**src/rtl/icache_pkg.sv**
```systemverilog
// Shared instruction-cache types and geometry, used by the cache, the instruction memory and the refill controller.
package icache_pkg;

    localparam int LINE_WIDTH  = 128;
    localparam int OFFSET_BITS = 4;

    typedef enum logic [2:0] {
        IDLE,
        REQUEST,
        FILL,
        RESUME,
        ERROR
    } refill_state_t;

endpackage

```
**src/rtl/icache_refill_controller_timeout_counter.sv**
```systemverilog
// Saturating 8-bit wait counter for the refill memory request.
// 'expired' is high in the enabled cycle that would make the count reach LIMIT.
module refill_timeout_counter #(
    parameter int LIMIT = 255
) (
    input  logic clock,
    input  logic reset_n,
    input  logic clear,
    input  logic enable,
    output logic expired
);

    logic [7:0] count_reg;
    logic [7:0] count_next;

    always_comb begin
        count_next = count_reg;
        if (clear) begin
            count_next = '0;
        end else if (enable && (count_reg != 8'hFF)) begin
            count_next = count_reg + 8'd1;
        end
    end

    always_ff @(posedge clock) begin
        if (!reset_n) begin
            count_reg <= '0;
        end else begin
            count_reg <= count_next;
        end
    end

    assign expired = enable && !clear && (count_reg == 8'(LIMIT - 1));

endmodule

```
**src/rtl/icache_refill_controller.sv**
```systemverilog
// Instruction-cache line refill sequencer: stalls the PC on a miss, fetches the aligned line, writes it.
// Optional ICACHE_REFILL_STATS_EN adds miss_count and stall_cycle_count outputs.
module icache_refill_controller #(
    parameter int ADDR_WIDTH     = 32,
    parameter int LINE_WIDTH     = icache_pkg::LINE_WIDTH,
    parameter int OFFSET_BITS    = icache_pkg::OFFSET_BITS,
    parameter int TIMEOUT_CYCLES = 255
) (
    input  logic                  clock,
    input  logic                  reset_n,
    input  logic                  fetch_valid,
    input  logic [ADDR_WIDTH-1:0] fetch_address,
    input  logic                  cache_hit,
    input  logic                  branch_flush,
    output logic                  mem_req,
    output logic [ADDR_WIDTH-1:0] mem_address,
    input  logic                  mem_ready,
    input  logic [LINE_WIDTH-1:0] mem_data_line,
    output logic                  fill_enable,
    output logic [ADDR_WIDTH-1:0] fill_address,
    output logic [LINE_WIDTH-1:0] fill_data_line,
    output logic                  pc_stall,
    output logic                  refill_busy,
`ifdef ICACHE_REFILL_STATS_EN
    output logic [31:0]           miss_count,
    output logic [31:0]           stall_cycle_count,
`endif
    output logic                  timeout_error
);

    import icache_pkg::*;

    localparam logic [ADDR_WIDTH-1:0] LINE_MASK = ~ADDR_WIDTH'((1 << OFFSET_BITS) - 1);

    refill_state_t state_reg;
    refill_state_t state_next;

    logic miss;
    logic start_refill;
    logic transfer;
    logic wait_expired;
    logic mem_req_reg;
    logic fill_enable_reg;
    logic timeout_error_reg;
    logic [ADDR_WIDTH-1:0] mem_address_reg;
    logic [ADDR_WIDTH-1:0] fill_address_reg;
    logic [LINE_WIDTH-1:0] fill_data_reg;

    // A redirect never aborts a refill; the in-flight line is filled as a harmless prefetch.
    logic unused_branch_flush;
    assign unused_branch_flush = branch_flush;

    assign miss         = fetch_valid & ~cache_hit;
    assign start_refill = (state_reg == IDLE) & miss;
    assign transfer     = (state_reg == REQUEST) & mem_ready;

    refill_timeout_counter #(
        .LIMIT (TIMEOUT_CYCLES)
    ) u_timeout (
        .clock   (clock),
        .reset_n (reset_n),
        .clear   (start_refill),
        .enable  ((state_reg == REQUEST) & ~mem_ready),
        .expired (wait_expired)
    );

    always_comb begin
        state_next = state_reg;
        case (state_reg)
            IDLE:    if (miss) state_next = REQUEST;
            REQUEST: begin
                if (mem_ready) begin
                    state_next = FILL;
                end else if (wait_expired) begin
                    state_next = ERROR;
                end
            end
            FILL:    state_next = RESUME;
            RESUME:  state_next = IDLE;
            ERROR:   state_next = ERROR;
            default: state_next = IDLE;
        endcase
    end

    always_ff @(posedge clock) begin
        if (!reset_n) begin
            state_reg         <= IDLE;
            mem_req_reg       <= 1'b0;
            mem_address_reg   <= '0;
            fill_enable_reg   <= 1'b0;
            fill_address_reg  <= '0;
            fill_data_reg     <= '0;
            timeout_error_reg <= 1'b0;
        end else begin
            state_reg       <= state_next;
            mem_req_reg     <= (state_next == REQUEST);
            fill_enable_reg <= transfer;
            if (start_refill) begin
                mem_address_reg <= fetch_address & LINE_MASK;
            end
            if (transfer) begin
                fill_address_reg <= mem_address_reg;
                fill_data_reg    <= mem_data_line;
            end
            if (state_next == ERROR) begin
                timeout_error_reg <= 1'b1;
            end
        end
    end

    // The miss cycle itself must already hold the PC, so the stall is combinational.
    assign pc_stall       = (state_reg != IDLE) | miss;
    assign refill_busy    = (state_reg != IDLE);
    assign mem_req        = mem_req_reg;
    assign mem_address    = mem_address_reg;
    assign fill_enable    = fill_enable_reg;
    assign fill_address   = fill_address_reg;
    assign fill_data_line = fill_data_reg;
    assign timeout_error  = timeout_error_reg;

`ifdef ICACHE_REFILL_STATS_EN
    logic [31:0] miss_count_reg;
    logic [31:0] stall_count_reg;

    always_ff @(posedge clock) begin
        if (!reset_n) begin
            miss_count_reg  <= '0;
            stall_count_reg <= '0;
        end else begin
            if (start_refill) miss_count_reg <= miss_count_reg + 32'd1;
            if (pc_stall) stall_count_reg <= stall_count_reg + 32'd1;
        end
    end

    assign miss_count        = miss_count_reg;
    assign stall_cycle_count = stall_count_reg;
`endif

endmodule

```
**config.mk**
```make
export PLATFORM = sky130hd
export DESIGN_NAME = icache_refill_controller
export DESIGN_NICKNAME = d
export VERILOG_FILES = /design/src/rtl/icache_pkg.sv /design/src/rtl/icache_refill_controller_timeout_counter.sv /design/src/rtl/icache_refill_controller.sv
export SDC_FILE = /design/constraint.sdc
export NUM_CORES = 1
export LEC_CHECK = 0
export BUFFER_PORTS_ARGS = -buffer_cell sky130_fd_sc_hd__clkbuf_2
export CORE_MARGIN = 1.5
export CORE_UTILIZATION = 23
export CTS_BUF_LIST = sky130_fd_sc_hd__clkbuf_8
export DETAILED_ROUTE_END_ITERATION = 10
export SLEW_MARGIN = 20
export SYNTH_ARGS = -nofsm -noshare
export SYNTH_HDL_FRONTEND = slang
export SYNTH_SLANG_ARGS = --single-unit
```
**constraint.sdc**
```tcl
create_clock -name clock -period 4.9 [get_ports clock]
set_input_delay 0.735 -clock clock [delete_from_list [all_inputs] [get_ports clock]]
set_output_delay 0.735 -clock clock [all_outputs]
set_load 0.02 [all_outputs]
```
==> impl_results.md, run 1 <==
* CTS Hold Buffers Added at 0
* CP Max Fanout at 88
* Static leakage at 4.17 nW
* Setup TNS at 0 ns
* Largest net degree at the start of global routing at 101
* Post-layout min period at 2.48 ns
* Hpwl dp at 14600 um
* Async set or reset register ratio after synthesis at 0%
* Seq/Total Area, Yosys at 53.2%
* WP data arrival at 2.89 ns
* Core Rows at 65
* Grt ovf at 0
* Final #Nets at 1360
* Design area at 9960 um^2
* Clock skew at 0.0123 ns
* Final core occ at 31.4%
* Die Span Y at 183 um
* Filler Cells Inserted at 3444
* Area after DPL at 9500 um^2
* Final setup vio count at 0
* Post-CTS Setup Inserts at 0
* Synth top area share at 53.2%
* Slew margin rel. at 43.1%
* First-pass GRT wire length at 32800 um
* Yosys warnings at 0
* Number of remaining DRC errors at 0
* Post-synth EDFFs at 0
* Gr usage total at 12.4%
* Max Clk Rate at 404 MHz
* Max Cap Viol at 0
* #FFs+latches synth at 198
* Starting Density at 23.5%
* Final GP Congestion at 0.719
* Dominant cell type by area after synthesis: dfxtp_1
* Hold WS at 0.454 ns
* Worst Setup End Kind: register
* Area delta synth->final at 33.6%
* Most common cell after layout, fill and taps aside: nand2_1
* Vias at 6728
* Reg clk slew, reported paths at 0.10 ns
* Root Buffer: clkbuf_8
* Final hold vios at 0
* Die W at 183 um
* Peak supply drop at 0.000144 V
* FF+latch area at 3960 um^2
* Worst EP required at 5.31 ns
* Antenna violations before repair at 0
* RSZ-0062 raised after global routing: no
* CTS H-tree lvls at 4
* Final-report max-slew violation count at 0
* Post-Syn Area per Cell at 8.45 um^2
* Top area cells in the synthesized netlist: dfxtp_1 (53%), nand2_1 (19%), a21boi_0 (12%)
* Syn Inst Count at 882
* DRT antenna net count at 0
* Vias in the first global route at 6399
* Io pins at 363
* CTS resizes at 0
* CTS tree: done
* Drt pass-1 iters at 4
* Worst skew pair latency at 0.48 ns
* Final period util at 50.5%
* CTS buffer count at 17
* Most frequent cells in the layout: nand2_1 (371), clkbuf_2 (348), dfxtp_1 (198)
* Flip-flop count of the largest register after layout at 128
* Core Area at 31700 um^2
* Hold Crit Class: in2reg
* CP startpoint kind: register
* Most used DFF post-synth: dfxtp_1
* Ant diodes at 0
* Vias/cell at 4.19
* I/O Buffers at 349
* Power per cell area at 329 nW/um^2
* Clock Tree Buf Depth at 2
* Worst-Margin Slew at 0.854 ns
* Die area at 33500 um^2
* WL/cell at 13.2 um
* Detailed Route WL at 21100 um
* DRC marker count from the first detailed-route iteration at 278
* Synth Cell Area at 7460 um^2
* Status: completed
* Area occupied by multi-input gates at 3200 um^2
* Crit Path Class: reg2reg
* Layout cells sized above 1 at 32.5%
* Post-synth cell types at 36
* Sink Count at 198
[logic make-up (layout without fill, tap and decap cells)]
| group | Yosys count | after routing | synth area share [%] |
|---|---|---|---|
| xor+xnor | 6 | 6 | 0.705 |
| fa+ha+maj | 2 | 2 | 0.336 |
| other cells | 1 | 8 | 0.0503 |
| simple gates | 404 | 404 | 21.2 |
| flops | 198 | 198 | 53.2 |
| buf+inv | 73 | 386 | 4.40 |
| compound gates | 198 | 198 | 20.1 |
[cell usage after synthesis, types with 2 or more instances]
library cell,instances
nand2_1,372
dfxtp_1,198
a21boi_0,122
a21boi_1,63
clkbuf_1,43
buf_2,19
nor2_1,9
buf_4,8
xnor2_1,5
a21oi_1,3
inv_1,3
nand3_1,3
nor2_2,3
nor3_1,3
a211oi_1,2
and3_1,2
ha_1,2
nand2b_1,2
nand4_1,2
o21ai_0,2
[layer usage]
layer | vias up | share of wire, % | track usage, %
li1 | 3443 | - | -
met1 | 3026 | 43 | 14.3
met2 | 247 | 47 | 20.9
met3 | 12 | 8.8 | 5.14
met4 | 0 | 1.1 | 3.87
met5 | - | 0 | 0
[worst max-delay path, cell delays in order (launching register included)]
cell and delay, ns:
dfxtp_1 0.42, nor3b_1 0.47, and2_4 0.76, buf_12 0.40
nand2_1 0.11, a21boi_0 0.15
[path summary, 6_finish.rpt]
path,from,to,slack (ns),cells past startpoint
setup / recovery,state_reg[0]$_SDFF_PN0_,fill_data_line[35]$_SDFFE_PN0P_,2.42,5
hold reg to reg,fill_data_line[63]$_SDFFE_PN0P_,fill_data_line[63]$_SDFFE_PN0P_,0.45,2
setup reg to reg,state_reg[0]$_SDFF_PN0_,fill_data_line[35]$_SDFFE_PN0P_,2.42,5
hold / removal,mem_data_line[71],fill_data_line[71]$_SDFFE_PN0P_,0.45,3
[cell type report]
class / count / area share (%)
sequential: 198 / 39.8
clock buffer: 19 / 2.63
multi-input combinational: 618 / 32.1
tap: 402 / 5.05
clock inverter: 10 / 1.96
inverter: 3 / 0.113
timing repair buffer: 354 / 18.3
[power breakdown]
group	leakage, nW	total (mW)	switching (mW)	internal (mW)
Sequential	1.60	1.69	0.0304	1.66
Clock	0.226	1.22	0.589	0.633
Combinational	2.34	0.361	0.223	0.138
Total	4.17	3.27	0.842	2.43
[through the flow]
stage	setup slack, ns	total power [mW]	std cells
final	2.42	3.27	1604
after global routing	2.13	3.43	1604
after CTS	2.37	3.34	1604
after detailed placement	2.41	2.09	1575
after global placement	2.42	2.09	1575
after floorplan	2.91	1.94	889
Note: power is estimated with default switching activity, not from simulation.
==> inputs of run 2 (changes only) <==
- clock period: 4.9 -> 2.1 ns (I/O delays scaled with it)
==> run 2 against run 1 <==
Effect of this change:
- die area stayed put
- clock skew is 0.0018 ns lower
- worst hold slack worse by 0.39 ns
- critical path depth is 2 lower
- clock power is 140% higher
- clock-buffer cell count is 1 lower
- routed wire length is 2.5% higher
- sequential cell count stayed put
- largest cell class unchanged
- largest power group unchanged
==> impl_results.md, run 2 (synthesized netlist as in run 1, its figures left out) <==
* Slew margin rel. at 64.4%
* WHS Path Cells at 3
* Worst Setup End Kind: output port
* CP Max Fanout at 7
* Max Clk Rate at 502 MHz
* Hold WS at 0.0597 ns
* Final-report max-slew violation count at 0
* Ant diodes at 0
* Number of remaining DRC errors at 0
* Clock skew at 0.0105 ns
* Critical R2R Capture: u_timeout.count_reg[7]$_SDFFE_PP0P_
* Core Area at 31700 um^2
* Max Cap Viol at 0
* WP data arrival at 1.68 ns
* Starting Density at 23.5%
* Hold EP: fill_data_line[58]$_SDFFE_PN0P_
* Die Span Y at 183 um
* Die area at 33500 um^2
* Power per cell area at 741 nW/um^2
* Post-CTS Setup Inserts at 0
* Clock Tree Buf Depth at 2
* Final period util at 94.8%
* Post-layout min period at 1.99 ns
* Crit Path Class: reg2out
* Worst skew pair latency at 0.47 ns
* Worst R2R Setup Slack at 0.30 ns
* Io pins at 363
* Root Buffer: clkbuf_8
* RSZ-0062 raised after global routing: no
* Pre-CTS WS at 0.263 ns
* Design area at 10500 um^2
* Area after DPL at 9590 um^2
* I/O Buffers at 349
* Reg2reg path depth at 4
* Vias in the first global route at 6709
* Detailed Route WL at 21600 um
* Largest net degree at the start of global routing at 98
* Hpwl dp at 14900 um
* Hold path start: mem_data_line[58]
* Antenna violations before repair at 0
* Final GP Congestion at 0.742
* Sink Count at 198
* DRT antenna net count at 0
* Peak supply drop at 0.000402 V
* Most frequent cells in the layout: nand2_1 (371), clkbuf_2 (348), dfxtp_1 (198)
* Critical-path cell list: or3_1 > nand2b_1 > clkbuf_2
* Filler Cells Inserted at 3326
* Crit-path max cell delay at 0.48 ns
* Gr usage total at 12.7%
* Worst-Margin Slew at 0.534 ns
* CTS H-tree lvls at 4
* Vias at 7029
* DRC marker count from the first detailed-route iteration at 235
* Vias/cell at 4.23
* CTS resizes at 0
* Final hold vios at 0
* Final WS setup at 0.109 ns
* Area delta synth->final at 41.3%
* Drt pass-1 iters at 5
* CP startpoint kind: register
* Flip-flop count of the largest register after layout at 128
* RR Startpoint: state_reg[2]$_SDFF_PN0_
* WL/cell at 13.0 um
* Fin cells at 1660
* Die W at 183 um
* Reg clk slew, reported paths at 0.10 ns
* CTS tree: done
* Layout cells sized above 1 at 31.7%
* Most common cell after layout, fill and taps aside: nand2_1
* CP max-delay cell: or3_1
* Hold Crit Class: in2reg
* First-pass GRT wire length at 33600 um
* Worst EP required at 1.78 ns
* Status: completed
* Setup TNS at 0 ns
* Grt ovf at 0
* Final setup vio count at 0
* Static leakage at 4.43 nW
* Pwr Total at 7.81 mW
* Core Rows at 65
* CTS buffer count at 17
* Final core occ at 33.2%
* Final #Nets at 1416
* Dpl cells at 1583
==> run 2: changes by cell type in the layout (fill, tap and decap cells not counted), moves of 2 or more <==
cell,delta
buf_12,+2
dlygate4sd3_1,+48
buf_4,+6
inv_6,+2
==> run 2: cell type report <==
cell class	instances	area [um^2]	share of cell area, %
Clock buffer	18	248	2.35
Clock inverter	11	220	2.09
Inverter	3	11.3	0.107
Multi-Input combinational cell	618	3200	30.4
Sequential cell	198	3960	37.6
Tap cell	402	503	4.77
Timing Repair Buffer	410	2390	22.7
==> run 2: critical path: cells and delay by family, from the launching register on <==
family	cells	cell delay (ns)
simple gates	2	0.67
flops	1	0.37
buf+inv	1	0.16
==> run 2: how the worst max path moves through the flow <==
stage,cells after the start,startpoint,end
after detailed placement,5,mem_ready,u_timeout.count_reg[5]$_SDFFE_PP0P_
after floorplan,5,state_reg[2]$_SDFF_PN0_,u_timeout.count_reg[3]$_SDFFE_PP0P_
after global routing,3,state_reg[2]$_SDFF_PN0_,pc_stall
final,3,state_reg[2]$_SDFF_PN0_,pc_stall
after CTS,3,state_reg[2]$_SDFF_PN0_,pc_stall
after global placement,5,mem_ready,u_timeout.count_reg[7]$_SDFFE_PP0P_
==> run 2: layer usage <==
layer | wire length (um) | track usage [%] | vias to the layer above | share of wire [%]
met5 | 0 | 0 | - | 0
met4 | 342 | 4.20 | 0 | 1.6
met3 | 1940 | 5.22 | 18 | 9.0
met2 | 10100 | 21.5 | 254 | 47
met1 | 9240 | 14.4 | 3203 | 43
li1 | - | - | 3554 | -
==> run 2: repair_timing <==
item,4_1_cts,5_1_grt
hold endpoints to repair,48,0
setup endpoints to repair,0,0
hold buffers,48,0
==> run 2: power by group <==
part / switching [mW] / internal, mW
sequential: 0.0697 / 3.87
combinational: 0.541 / 0.394
clock: 1.37 / 1.56
total: 1.98 / 5.83
==> inputs of run 3 (changes only) <==
- CTS_BUF_LIST: sky130_fd_sc_hd__clkbuf_8 -> not set
==> run 3 against run 2 <==
Effect of this change:
- combinational power down 8.1%
- non-clock buffer count shrank 48
- power increased by 9.1%
- via count shrank 2.9%
- maximum frequency grew 1.7%
- die area did not move
- critical path type unchanged
- critical endpoint unchanged
==> impl_results.md, run 3 (synthesized netlist as in run 1, its figures left out) <==
* Crit-path leading delay family: simple AND/OR/NAND/NOR gates
* M3 GR Usage at 5.50%
* Worst Setup End Kind: output port
* Post-layout min period at 1.96 ns
* Final #Nets at 1368
* Die W at 183 um
* Grt met2 use at 21.2%
* Detailed Route WL at 21200 um
* CTS Hold Buffers Added at 0
* Root Buffer: clkbuf_16
* WHS Path Cells at 3
* Worst-Margin Slew at 0.533 ns
* Peak supply drop at 0.000503 V
* DRT antenna net count at 0
* Gr usage total at 12.4%
* Layout cells sized above 1 at 33.0%
* Hold EP: fill_data_line[87]$_SDFFE_PN0P_
* WL/cell at 13.2 um
* Drt pass-1 iters at 5
* RSZ-0062 raised after global routing: no
* Reg clk slew, reported paths at 0.07 ns
* I/O Buffers at 349
* WP data arrival at 1.64 ns
* Bufs and invs on worst path at 1
* Worst EP required at 1.78 ns
* Io pins at 363
* CTS buffer count at 17
* First-pass GRT wire length at 32900 um
* Reg2reg path depth at 4
* Final setup vio count at 0
* CP Max Fanout at 7
* Final-report max-slew violation count at 0
* Number of remaining DRC errors at 0
* Sink Count at 198
* Die area at 33500 um^2
* Grt ovf at 0
* Status: completed
* Filler Cells Inserted at 3376
* CTS resizes at 0
* RR Startpoint: state_reg[2]$_SDFF_PN0_
* Hpwl dp at 14900 um
* GRT Max-Usage Layer: met2
* Post-CTS Setup Inserts at 0
* CTS H-tree lvls at 4
* Critical-path cell list: or3_1 > nand2b_1 > clkbuf_2
* Setup TNS at 0 ns
* Clock Tree Buf Depth at 2
* Final GP Congestion at 0.742
* Power per cell area at 831 nW/um^2
* Crit-path max cell delay at 0.49 ns
* Pre-CTS WS at 0.263 ns
* Die Span Y at 183 um
* Critical R2R Capture: u_timeout.count_reg[7]$_SDFFE_PP0P_
* Worst skew pair latency at 0.44 ns
* Largest net degree at the start of global routing at 98
* Flip-flop count of the largest register after layout at 128
* Core Area at 31700 um^2
* Antenna violations before repair at 0
* Crit Path Class: reg2out
* CP startpoint kind: register
* Static leakage at 4.31 nW
* Max Cap Viol at 0
* DRC marker count from the first detailed-route iteration at 216
* Final WS setup at 0.142 ns
* Hold Crit Class: in2reg
* Area delta synth->final at 37.4%
* CP max-delay cell: or3_1
* Max Clk Rate at 511 MHz
* Final hold vios at 0
* Most common cell after layout, fill and taps aside: nand2_1
* Final period util at 93.2%
* Worst R2R Setup Slack at 0.31 ns
* Met1 usage at 14.1%
* CTS tree: done
* Ant diodes at 0
* Starting Density at 23.5%
* Core Rows at 65
* Hold path start: mem_data_line[87]
* Slew margin rel. at 64.5%
* Vias/cell at 4.24
* Clock skew at 0.00855 ns
* Most frequent cells in the layout: nand2_1 (371), clkbuf_2 (348), dfxtp_1 (198)
* Vias at 6828
* Vias in the first global route at 6360
run 3: cell types whose count changed in the layout (fill, tap and decap cells not counted):
cell           before  now
clkbuf_16           0   17
dlygate4sd3_1      48    0
clkbuf_8           18    1
run 3: per-stage QoR:
stage               instances  util, %  total power, mW  hold WS (ns)  cell area, um^2
floorplan                 889        -             4.52         0.450             7480
global placement         1583     30.2             4.89         0.440             9590
detailed placement       1583     30.2             4.90         0.444             9590
CTS                      1612     32.3             8.68        0.0576            10200
global route             1612     32.3             8.90        0.0553            10200
finish                   1612     32.3             8.52        0.0934            10200
run 3: worst max-delay path by stage:
stage | start | depth (start not counted) | slack, ns | endpoint
2_1_floorplan | state_reg[2]$_SDFF_PN0_ | 5 | 0.40 | u_timeout.count_reg[3]$_SDFFE_PP0P_
3_3_place_gp | mem_ready | 5 | 0.29 | u_timeout.count_reg[7]$_SDFFE_PP0P_
3_5_place_dp | mem_ready | 5 | 0.26 | u_timeout.count_reg[5]$_SDFFE_PP0P_
4_1_cts | state_reg[2]$_SDFF_PN0_ | 3 | 0.13 | pc_stall
5_1_grt | state_reg[2]$_SDFF_PN0_ | 3 | 0.08 | pc_stall
6_report | state_reg[2]$_SDFF_PN0_ | 3 | 0.14 | pc_stall
run 3: tightest hold or removal path, cell delays in order:
cell      delay, ns
clkbuf_2       0.08
nand2_1        0.04
a21boi_1       0.05
run 3: report_power, final:
part           leakage (nW)  switching, mW  internal, mW
clock                 0.323           1.45          2.26
combinational          2.39          0.523         0.336
sequential             1.60         0.0693          3.87
total                  4.31           2.05          6.47
run 3: cell type report:
class,instances,area (um^2),share of cell area [%]
clock buffers,18,439,4.29
clock inverters,11,220,2.15
well taps,402,503,4.91
flip-flops and latches,198,3960,38.7
multi-input cells,618,3200,31.2
repair buffers,362,1910,18.6
inverters,3,11.3,0.110
run 3: routing by layer:
| layer | part of all wire [%] | up-vias |
|---|---|---|
| met3 | 9.6 | 6 |
| li1 | - | 3462 |
| met2 | 47 | 269 |
| met5 | 0 | - |
| met1 | 43 | 3091 |
| met4 | 0.74 | 0 |
